[src/rtl/seq_pkg.sv]
// Shared types and helpers for the drum-machine sequencer controller.
package seq_pkg;

    typedef enum logic [2:0] {
        S_LOAD_BPM      = 3'd0,
        S_LOAD_BPM_WAIT = 3'd1,
        S_LOAD_CH       = 3'd2,
        S_LOAD_CH_WAIT  = 3'd3,
        S_PLAY          = 3'd4,
        S_IDLE          = 3'd5,
        S_IDLE_WAIT     = 3'd6
    } seq_state_e;

    // Next beat position: wraps back to step 1 after the last step; an out-of-range value also wraps.
    function automatic int unsigned wrap_next_step(input int unsigned cur, input int unsigned num_steps);
        if (cur >= num_steps) begin
            return 32'd1;
        end else begin
            return cur + 32'd1;
        end
    endfunction

endpackage

[src/rtl/seq_control_if.sv]
// Button/tempo inputs and load/step outputs of the sequencer controller.
interface seq_control_if #(
    parameter int NUM_CH = 4,
    parameter int STEP_W = 4,
    parameter int BAR_W  = 8
);
    logic              go;
    logic              stop;
    logic              step_tick;
    logic              ld_bpm;
    logic [NUM_CH-1:0] ld_ch;
    logic              play;
    logic [STEP_W-1:0] timing;
    logic              step_pulse;
    logic              bar_pulse;
    logic [BAR_W-1:0]  bar_count;

    modport master (
        output go, stop, step_tick,
        input  ld_bpm, ld_ch, play, timing, step_pulse, bar_pulse, bar_count
    );

    modport slave (
        input  go, stop, step_tick,
        output ld_bpm, ld_ch, play, timing, step_pulse, bar_pulse, bar_count
    );
endinterface

[src/rtl/seq_step_counter.sv]
// Beat/bar counter: advances one step per tick while enabled, reports bar wraps
// and signals when the configured number of bars has been played.
module seq_step_counter
    import seq_pkg::*;
#(
    parameter int NUM_STEPS = 8,
    parameter int BARS      = 0,
    parameter int STEP_W    = $clog2(NUM_STEPS + 1),
    parameter int BAR_W     = 8
) (
    input  logic              clk,
    input  logic              reset,
    input  logic              enable,
    input  logic              tick,
    input  logic              clear,
    output logic [STEP_W-1:0] timing,
    output logic              step_pulse,
    output logic              bar_pulse,
    output logic [BAR_W-1:0]  bar_count,
    output logic              bars_done
);
    localparam bit AUTO_STOP = (BARS > 0);

    logic [STEP_W-1:0] timing_r;
    logic              step_pulse_r;
    logic              bar_pulse_r;
    logic [BAR_W-1:0]  bar_count_r;
    logic              at_end_s;
    logic              wrap_s;
    logic [BAR_W-1:0]  bar_next_s;
    logic [STEP_W-1:0] step_next_s;
    logic              bars_done_s;

    // Wrap detection and the bar-limit compare that the FSM needs on the same edge.
    always_comb begin
        at_end_s    = (timing_r == STEP_W'(NUM_STEPS));
        wrap_s      = enable && tick && at_end_s;
        bar_next_s  = bar_count_r + BAR_W'(1);
        step_next_s = STEP_W'(wrap_next_step(32'(timing_r), NUM_STEPS));
        if (AUTO_STOP && wrap_s && (bar_next_s == BAR_W'(BARS))) begin
            bars_done_s = 1'b1;
        end else begin
            bars_done_s = 1'b0;
        end
    end

    // Step/bar state; a disabled counter parks at timing 0 but keeps bar_count until cleared.
    always_ff @(posedge clk) begin
        if (!reset) begin
            timing_r     <= '0;
            step_pulse_r <= 1'b0;
            bar_pulse_r  <= 1'b0;
            bar_count_r  <= '0;
        end else if (clear) begin
            timing_r     <= '0;
            step_pulse_r <= 1'b0;
            bar_pulse_r  <= 1'b0;
            bar_count_r  <= '0;
        end else if (!enable) begin
            timing_r     <= '0;
            step_pulse_r <= 1'b0;
            bar_pulse_r  <= 1'b0;
        end else if (tick) begin
            if (bars_done_s) begin
                timing_r     <= '0;
                step_pulse_r <= 1'b0;
                bar_pulse_r  <= 1'b1;
                bar_count_r  <= bar_next_s;
            end else if (at_end_s) begin
                timing_r     <= step_next_s;
                step_pulse_r <= 1'b1;
                bar_pulse_r  <= 1'b1;
                bar_count_r  <= bar_next_s;
            end else begin
                timing_r     <= step_next_s;
                step_pulse_r <= 1'b1;
                bar_pulse_r  <= 1'b0;
            end
        end else begin
            step_pulse_r <= 1'b0;
            bar_pulse_r  <= 1'b0;
        end
    end

    assign timing     = timing_r;
    assign step_pulse = step_pulse_r;
    assign bar_pulse  = bar_pulse_r;
    assign bar_count  = bar_count_r;
    assign bars_done  = bars_done_s;

endmodule

[src/rtl/seq_control.sv]
// Sequencer controller: button-driven BPM/pattern load phase, then play/idle
// control of the beat counter with optional auto-stop after BARS bars.
module seq_control
    import seq_pkg::*;
#(
    parameter int NUM_CH    = 4,
    parameter int NUM_STEPS = 8,
    parameter int BARS      = 0,
    parameter int STEP_W    = $clog2(NUM_STEPS + 1),
    parameter int BAR_W     = 8
) (
    input logic          clk,
    input logic          reset,
    seq_control_if.slave bus
);
    localparam int                CH_W    = (NUM_CH > 1) ? $clog2(NUM_CH) : 1;
    localparam logic [NUM_CH-1:0] CH_ONE  = NUM_CH'(1);
    localparam logic [CH_W-1:0]   CH_LAST = CH_W'(NUM_CH - 1);

    seq_state_e        state_r;
    logic [CH_W-1:0]   ch_idx_r;
    logic              ld_bpm_r;
    logic [NUM_CH-1:0] ld_ch_r;
    logic              play_r;
    logic              last_ch_s;
    logic              clear_s;
    logic              cnt_enable_s;
    logic              bars_done_s;
    logic [STEP_W-1:0] timing_s;
    logic              step_pulse_s;
    logic              bar_pulse_s;
    logic [BAR_W-1:0]  bar_count_s;

    // Counter control: bar_count restarts whenever play is (re)entered; stop beats a coincident tick.
    always_comb begin
        last_ch_s = (ch_idx_r == CH_LAST);
        if ((state_r == S_IDLE_WAIT) && !bus.go) begin
            clear_s = 1'b1;
        end else if ((state_r == S_LOAD_CH_WAIT) && !bus.go && last_ch_s) begin
            clear_s = 1'b1;
        end else begin
            clear_s = 1'b0;
        end
        cnt_enable_s = (state_r == S_PLAY) && !bus.stop;
    end

    // Main FSM; load enables and play are registered from the next state so they track state exactly.
    always_ff @(posedge clk) begin
        if (!reset) begin
            state_r  <= S_LOAD_BPM;
            ch_idx_r <= '0;
            ld_bpm_r <= 1'b1;
            ld_ch_r  <= '0;
            play_r   <= 1'b0;
        end else begin
            ld_bpm_r <= 1'b0;
            ld_ch_r  <= '0;
            play_r   <= 1'b0;
            case (state_r)
                S_LOAD_BPM: begin
                    if (bus.go) begin
                        state_r <= S_LOAD_BPM_WAIT;
                    end else begin
                        state_r  <= S_LOAD_BPM;
                        ld_bpm_r <= 1'b1;
                    end
                end
                S_LOAD_BPM_WAIT: begin
                    if (!bus.go) begin
                        state_r  <= S_LOAD_CH;
                        ch_idx_r <= '0;
                        ld_ch_r  <= CH_ONE;
                    end else begin
                        state_r <= S_LOAD_BPM_WAIT;
                    end
                end
                S_LOAD_CH: begin
                    if (bus.go) begin
                        state_r <= S_LOAD_CH_WAIT;
                    end else begin
                        state_r <= S_LOAD_CH;
                        ld_ch_r <= CH_ONE << ch_idx_r;
                    end
                end
                S_LOAD_CH_WAIT: begin
                    if (bus.go) begin
                        state_r <= S_LOAD_CH_WAIT;
                    end else if (last_ch_s) begin
                        state_r <= S_PLAY;
                        play_r  <= 1'b1;
                    end else begin
                        state_r  <= S_LOAD_CH;
                        ch_idx_r <= ch_idx_r + CH_W'(1);
                        ld_ch_r  <= CH_ONE << (ch_idx_r + CH_W'(1));
                    end
                end
                S_PLAY: begin
                    if (bus.stop || bars_done_s) begin
                        state_r <= S_IDLE;
                    end else begin
                        state_r <= S_PLAY;
                        play_r  <= 1'b1;
                    end
                end
                S_IDLE: begin
                    if (bus.go) begin
                        state_r <= S_IDLE_WAIT;
                    end else begin
                        state_r <= S_IDLE;
                    end
                end
                S_IDLE_WAIT: begin
                    if (!bus.go) begin
                        state_r <= S_PLAY;
                        play_r  <= 1'b1;
                    end else begin
                        state_r <= S_IDLE_WAIT;
                    end
                end
                default: begin
                    state_r  <= S_LOAD_BPM;
                    ch_idx_r <= '0;
                    ld_bpm_r <= 1'b1;
                end
            endcase
        end
    end

    seq_step_counter #(
        .NUM_STEPS (NUM_STEPS),
        .BARS      (BARS),
        .STEP_W    (STEP_W),
        .BAR_W     (BAR_W)
    ) u_step_counter (
        .clk        (clk),
        .reset      (reset),
        .enable     (cnt_enable_s),
        .tick       (bus.step_tick),
        .clear      (clear_s),
        .timing     (timing_s),
        .step_pulse (step_pulse_s),
        .bar_pulse  (bar_pulse_s),
        .bar_count  (bar_count_s),
        .bars_done  (bars_done_s)
    );

    assign bus.ld_bpm     = ld_bpm_r;
    assign bus.ld_ch      = ld_ch_r;
    assign bus.play       = play_r;
    assign bus.timing     = timing_s;
    assign bus.step_pulse = step_pulse_s;
    assign bus.bar_pulse  = bar_pulse_s;
    assign bus.bar_count  = bar_count_s;

endmodule

[src/flat_wrapper.sv]
// flat-port wrapper written by rule: the top's interface ports become plain ports
module seq_control_flat import seq_pkg::*;
#(
    parameter int NUM_CH    = 4,
    parameter int NUM_STEPS = 8,
    parameter int BARS      = 0,
    parameter int STEP_W    = $clog2(NUM_STEPS + 1),
    parameter int BAR_W     = 8
)
  (clk, reset, bus_go, bus_stop, bus_step_tick, bus_ld_bpm, bus_ld_ch, bus_play, bus_timing, bus_step_pulse, bus_bar_pulse, bus_bar_count);
  seq_control_if #(.NUM_CH(NUM_CH), .STEP_W(STEP_W), .BAR_W(BAR_W)) bus_i ();
  input logic clk;
  input logic reset;
  input wire logic [$bits(bus_i.go)-1:0] bus_go;
  input wire logic [$bits(bus_i.stop)-1:0] bus_stop;
  input wire logic [$bits(bus_i.step_tick)-1:0] bus_step_tick;
  output wire logic [$bits(bus_i.ld_bpm)-1:0] bus_ld_bpm;
  output wire logic [$bits(bus_i.ld_ch)-1:0] bus_ld_ch;
  output wire logic [$bits(bus_i.play)-1:0] bus_play;
  output wire logic [$bits(bus_i.timing)-1:0] bus_timing;
  output wire logic [$bits(bus_i.step_pulse)-1:0] bus_step_pulse;
  output wire logic [$bits(bus_i.bar_pulse)-1:0] bus_bar_pulse;
  output wire logic [$bits(bus_i.bar_count)-1:0] bus_bar_count;
  assign bus_i.go = bus_go;
  assign bus_i.stop = bus_stop;
  assign bus_i.step_tick = bus_step_tick;
  assign bus_ld_bpm = bus_i.ld_bpm;
  assign bus_ld_ch = bus_i.ld_ch;
  assign bus_play = bus_i.play;
  assign bus_timing = bus_i.timing;
  assign bus_step_pulse = bus_i.step_pulse;
  assign bus_bar_pulse = bus_i.bar_pulse;
  assign bus_bar_count = bus_i.bar_count;
  seq_control #(.NUM_CH(NUM_CH), .NUM_STEPS(NUM_STEPS), .BARS(BARS), .STEP_W(STEP_W), .BAR_W(BAR_W)) u_core (.clk(clk), .reset(reset), .bus(bus_i));
endmodule
[config.mk]
export PLATFORM = sky130hd
export DESIGN_NAME = seq_control_flat
export DESIGN_NICKNAME = d
export VERILOG_FILES = /design/src/rtl/seq_pkg.sv /design/src/rtl/seq_control_if.sv /design/src/rtl/seq_step_counter.sv /design/src/rtl/seq_control.sv /design/src/flat_wrapper.sv
export SDC_FILE = /design/constraint.sdc
export NUM_CORES = 1
export LEC_CHECK = 0
export ABC_AREA = 0
export CORE_MARGIN = 1
export CORE_UTILIZATION = 50
export DETAILED_ROUTE_END_ITERATION = 8
export PLACE_DENSITY = 0.88
export SYNTH_ARGS = -nofsm -noshare
export SYNTH_HDL_FRONTEND = slang
export SYNTH_SLANG_ARGS = --single-unit
[constraint.sdc]
create_clock -name clk -period 3.1 [get_ports clk]
set_input_delay 0.93 -clock clk [delete_from_list [all_inputs] [get_ports clk]]
set_output_delay 0.93 -clock clk [all_outputs]
set_load 0.01 [all_outputs]
# After elaboration in Yosys (flattened, before gate mapping)
# Index checks and enable logic that the tools add are counted.
[classes]
eq_ne = 11
bitwise_logic = 4
reduce_logical = 14
magnitude_cmp = 1
add_sub_neg = 3
shifts = 2
muxes = 29
[op_table]
columns = ["operator", "count"]
rows = [
  ["one-hot mux 3 bit (7 select lines)", 1],
  ["2-to-1 mux 4 bit", 4],
  ["2-to-1 mux 1 bit", 12],
  ["2-to-1 mux 2 bit", 6],
  ["one-hot mux 4 bit (3 select lines)", 1],
  ["== test 3 bit, second input constant", 3],
  ["adder 8 x 1 -> 8 bit, second input constant", 1],
  ["left shift 1 x 2 -> 4 bit, first input constant", 2],
  ["== test 3 x 2 -> 1 bit, second input constant", 2],
  ["2-to-1 mux 3 bit", 2],
  ["inequality test 2 bit, second input constant", 3],
  ["one-hot mux 2 bit (3 select lines)", 1],
  ["OR reduction 6 bit", 1],
  ["OR reduction 5 bit", 1],
  ["adder 4 x 1 -> 4 bit, second input constant", 1],
  ["== test 4 bit, second input constant", 1],
  [">= comparator 4 bit, second input constant", 1],
  ["logical AND 1 bit", 4],
  ["inverter 1 bit", 4],
  ["AND reduction 4 bit", 1],
  ["OR reduction 4 bit", 1],
  ["== test 3 x 1 -> 1 bit, second input constant", 1],
  ["zero test 3 bit", 1],
  ["one-hot mux 1 bit (3 select lines)", 1],
  ["other kinds (7)", 8],
]
[totals]
wordCells = 73
regBits = 25

# Depth between registers and ports, before layout
# Gate-level depths: netlist of run 1.
[logic_depth]
word_depth = 6
ltp_mapped = 7

# Hierarchy
# A second synthesis of run 1 with hierarchy kept.
[unflattened]
hier_cells = 144
hier_area_um2 = 1268.7
[by_module_without_submodules]
columns = ["mod", "instances", "cells_each", "area_each_um2"]
rows = [
  ["seq_step_counter", 1, 77, 668.1],
  ["seq_control", 1, 67, 600.6],
]

# Worst setup path after synthesis of run 1
# No wires, ideal clock.
[synth_timing]
path_kind = "input-to-reg"
start = "input bus_stop"
end = "register u_core.u_step_counter.bar_count_r[7], in the netlist u_core.u_step_counter.bar_count[7]"
required_ps = 3028
path_stages = 6
setup_slack_ps = 530
arrival_time_ps = 2498
cell_sequence = "or4b_4 buf_6 or2_1 clkbuf_2 or4_1 a21oi_1"
[synth_between]
elab_chain_cells = 3
[synth_lines]
columns = ["element", "line", "source"]
rows = [
  ["start, declared", "flat_wrapper.sv:15", "input wire logic [$bits(bus_i.stop)-1:0] bus_stop;"],
  ["zero test 1 bit", "seq_control.sv:44", "cnt_enable_s = (state_r == S_PLAY) && !bus.stop;"],
  ["logical AND 1 bit", "seq_control.sv:44", ""],
  ["AND reduction 3 bit (no line)", "-", ""],
  ["end signal, assigned", "seq_step_counter.sv:68", "bar_count_r <= bar_next_s;"],
  ["end signal, assigned", "seq_step_counter.sv:73", "bar_count_r <= bar_next_s;"],
  ["end, declared", "seq_step_counter.sv:27", "logic [BAR_W-1:0] bar_count_r;"],
]
# Every way passes these cells.
# A chain may end at the register's enable or synchronous reset.

# Final worst setup path of run 1
# Ends and elaborated chain as after synthesis.

==> key figures, run 1 <==
Synth
  – Ys Warns: 0
  – Post-synth top cells: 25 x dfxtp_1, 20 x nor2_1, 12 x a21oi_1, 11 x nand2_1, 9 x inv_1
  – Syn_nets: roughly 160
  – FFs w/ async S/R, synth: 0
  – Cells after synthesis: around 140
  – Cell taking the most area after synthesis: dfxtp_1
  – Post-synth EDFFs: 0
  – Most frequent cell after synthesis: dfxtp_1
  – Register area share after synthesis: 0.4082
  – Share of Yosys cell area claimed by the top area cell type: 0.4082
  – Area contributors post-synth: dfxtp_1 41%, ha_1 8.2%, nor2_1 6.1%
  – Distinct cells, synth: 34
  – Ys flop type: dfxtp_1
  – FF+latch count, synth: 25
  – Syn avg cell area: ~8.5 sq um
  – Synth Cell Area: between 0.001 and 0.0015 sq mm

Layout
  – Fin nets: 180
  – Multi-input logic area: between 600 and 700 sq um
  – Layout cell share with drive strength beyond 1: 0.02410
  – Filler cell count in the final layout: approximately 200
  – ANT cells: 0
  – Syn-to-layout area delta: 21.43%
  – FF/Latch Area: approximately 500 sq um

Timing
  – Clock Skews: ~0.001 ns
  – Count of final max-slew check failures: 0
  – Fin worst setup slack: 0.4219 ns
  – Unrepaired setup endpoints after global routing: no
  – Setup-failing EPs final: 0
  – Hold Vio Cnt, Final: 0
  – Max Fclk: around 370 MHz
  – Slew @ Worst Pin: 0.6007 ns
  – Relative slew margins: 0.5968
  – Min Tclk post-route: approximately 2.7 ns
  – Tcrit/Tclk final: 0.8639
  – Final setup TNS: 0 ns

Min path
  – Hold crit path type: reg2reg
  – Worst hold endpoint: u_core.u_step_counter.bar_count[7]
  – Hold Path Depth: 2
  – Min-delay src: u_core.u_step_counter.bar_count[7]

Detailed routing
  – Starting DRT DRC Count: 25
  – WL per Instance: approximately 13 microns
  – Initial DRT Pass Iterations: 4
  – DRC: 0
  – Final WL: about 2400 microns
  – Vias per std cell: 5.675
  – Vias: ~1100
  – Number of antenna-violating nets in the routed design: 0

CTS
  – Largest buffer count on any clock path: 2
  – Clock Pin Slew Worst Setup and Hold Paths: 0.13 ns
  – Worst skew pair latency: just over 0.3 ns
  – Total CTS buffers: 3
  – Cts hold-fix bufs: 0
  – CTS Root Cell: clkbuf_4
  – CTS tree: done
  – H-tree depth: 1
  – Num Clock Sinks: 25
  – Post-CTS sizing: 0
  – Postcts setup bufs: 0

Worst setup path
  – FF-to-FF Start: u_core.state_r[2]
  – Critical path class: in2reg
  – Critical path's largest stage delay: ~0.55 ns
  – Slowest cell on crit path: or4b_4
  – CP Capture Type: register
  – Worst path arrival time: between 2 and 3 ns
  – R2r endpoint: u_core.u_step_counter.bar_count[7]
  – Worst EP required: 3.35 ns
  – R2R depth: 4
  – CP Max Fanout: 7
  – Worst-path cell chain: clkdlybuf4s50_1, or4b_4, or2_1, or4_1, a21oi_1
  – R2r setup slk: about 0.86 ns
  – CP Launch Type: input port

Power and ir drop
  – Sw Pwr: approximately 0.11 mW
  – Leak Pwr: just over 0.5 nW
  – Int Power: ~0.4 mW
  – Clock share of power: 0.281
  – Power density over cell area: between 300 and 400 mW/mm^2
  – Sw Share: 0.2265
  – Combinational power share: 0.062
  – Seq pwr share: 0.657
  – Maximum VDD drop: roughly 190 uV

GRT
  – Vias in the first global route: approximately 1000
  – Grt met2 use: 0.3831
  – First-pass GRT wire length: 4084 microns
  – Final global-route overflow total: 0
  – M3 GR Usage: 0.02632
  – Pin count of the biggest net entering global routing: 17
  – Gr usage total: 0.2078
  – Initial antenna violation count: 0
  – M1 GR Usage: 0.2295
  – GRT Max-Usage Layer: met2

Floorplan
  – Die ar.: 0.002654 sq mm
  – Die Height: between 50 and 60 microns
  – Num ports: 25
  – Core ar.: 0.002255 sq mm
  – Initial Util: 0.5438
  – Row count: 17
  – Die width: slightly above 50 microns

Placed design
  – Post-DP HPWL: between 1500 and 2000 microns
  – Place WS: between 0.1 and 0.15 ns
  – Final Wtd Congestion: between 0.8 and 0.9
  – Buffers on Ports: 24

Outcome
  – Status: finished, final reports clean

Run
  – # Max-Cap Violations: 0
## critical path, delay by kind of cell
family / cells / cell delay, ns
buffers and inverters: 1 / 0.46
AND/OR/NAND/NOR: 3 / 1.39
AO/OA/AOI/OAI: 1 / 0.15
## how the worst max path moves through the flow
stage,from,endpoint,slack [ns],depth (start not counted)
3_3_place_gp,bus_stop,u_core.u_step_counter.bar_count[7],0.17,5
6_report,bus_stop,u_core.u_step_counter.bar_count[7],0.42,5
2_1_floorplan,bus_stop,u_core.u_step_counter.bar_count[7],0.53,6
4_1_cts,bus_stop,u_core.u_step_counter.bar_count[7],0.46,5
5_1_grt,bus_stop,u_core.u_step_counter.bar_count[7],0.37,5
3_5_place_dp,bus_stop,u_core.u_step_counter.bar_count[7],0.12,5
## layer usage
metal  part of all wire  up-vias  wire length [microns]
met1               0.40      514                    982
li1                   -      538                      -
met3              0.052        6                    127
met2               0.52       43                   1274
met5                  0        -                      0
met4              0.025        0                     61
## logic make-up after synthesis
kind of cell	Yosys count	synth area share
AO/OA/AOI/OAI	27	0.1296
XOR/XNOR	6	0.04286
adder cells (fa/ha/maj)	8	0.08164
buffers and inverters	15	0.05918
flip-flops	25	0.4082
multiplexers	5	0.04082
AND/OR/NAND/NOR	58	0.2378
## cell usage in the layout, fill, tap and decap left out, drive strengths merged, types with 2 or more instances in the layout
cell           instances
nor2                  20
nand3                  4
or2                    2
nor3                   3
nand2                 11
clkdlybuf4s50         24
or4                    2
xnor2                  5
inv                    9
clkbuf                 4
ha                     8
o21a                   2
a21oi                 12
nor4                   3
dfxtp                 25
mux2i                  5
nand2b                 3
nand4                  3
o21ai                  6
nor2b                  3
## cell type report
cell class	count	area share
clock buffers	4	0.01765
multi-input cells	104	0.4387
well taps	28	0.02353
flip-flops and latches	25	0.3361
inverters	9	0.02269
repair buffers	24	0.1613
## flip-flops by register name, summed over array words and instances (netlist names)
register	flops
u_core.state_r	3
u_core.u_step_counter.step_pulse	1
u_core.ch_idx_r	2
u_core.bus.ld_bpm	1
u_core.u_step_counter.bar_pulse	1
u_core.bus.ld_ch	4
u_core.bus.play	1
u_core.u_step_counter.timing	4
u_core.u_step_counter.bar_count	8
## stage by stage
| stage | instances | total power [mW] | util | instance area, sq um | hold WS (ns) |
|---|---|---|---|---|---|
| after global routing | 194 | 0.5258 | 0.6604 | 1489 | 0.5325 |
| after CTS | 194 | 0.5078 | 0.6604 | 1489 | 0.4949 |
| after global placement | 190 | 0.3675 | 0.6487 | 1463 | 0.4618 |
| after floorplan | 144 | 0.3559 | - | 1226 | 0.4959 |
| final | 194 | 0.5043 | 0.6604 | 1489 | 0.4944 |
| after detailed placement | 190 | 0.3691 | 0.6487 | 1463 | 0.4770 |
## power groups by stage
| stage | registers, mW | clock network, mW | logic, mW |
|---|---|---|---|
| 6_report | 0.331 | 0.142 | 0.0313 |
| 5_1_grt | 0.332 | 0.159 | 0.0348 |
| 4_1_cts | 0.331 | 0.146 | 0.0309 |
| 3_5_place_dp | 0.338 | 0 | 0.0308 |
| 3_3_place_gp | 0.338 | 0 | 0.0298 |
| 2_1_floorplan | 0.334 | 0 | 0.0218 |
Power figures use the tool's default switching activity.
==> inputs of run 2 (changes only) <==
- ABC_CLOCK_PERIOD_IN_PS: not set -> 3100
==> results of run 2 <==
Same layout as run 1: the final DEF is identical, and so are final timing and power.
==> inputs of run 3 (changes only) <==
- SLEW_MARGIN: not set -> 25
==> results of run 3 <==
Same layout as run 1: the final DEF is identical, and so are final timing and power.
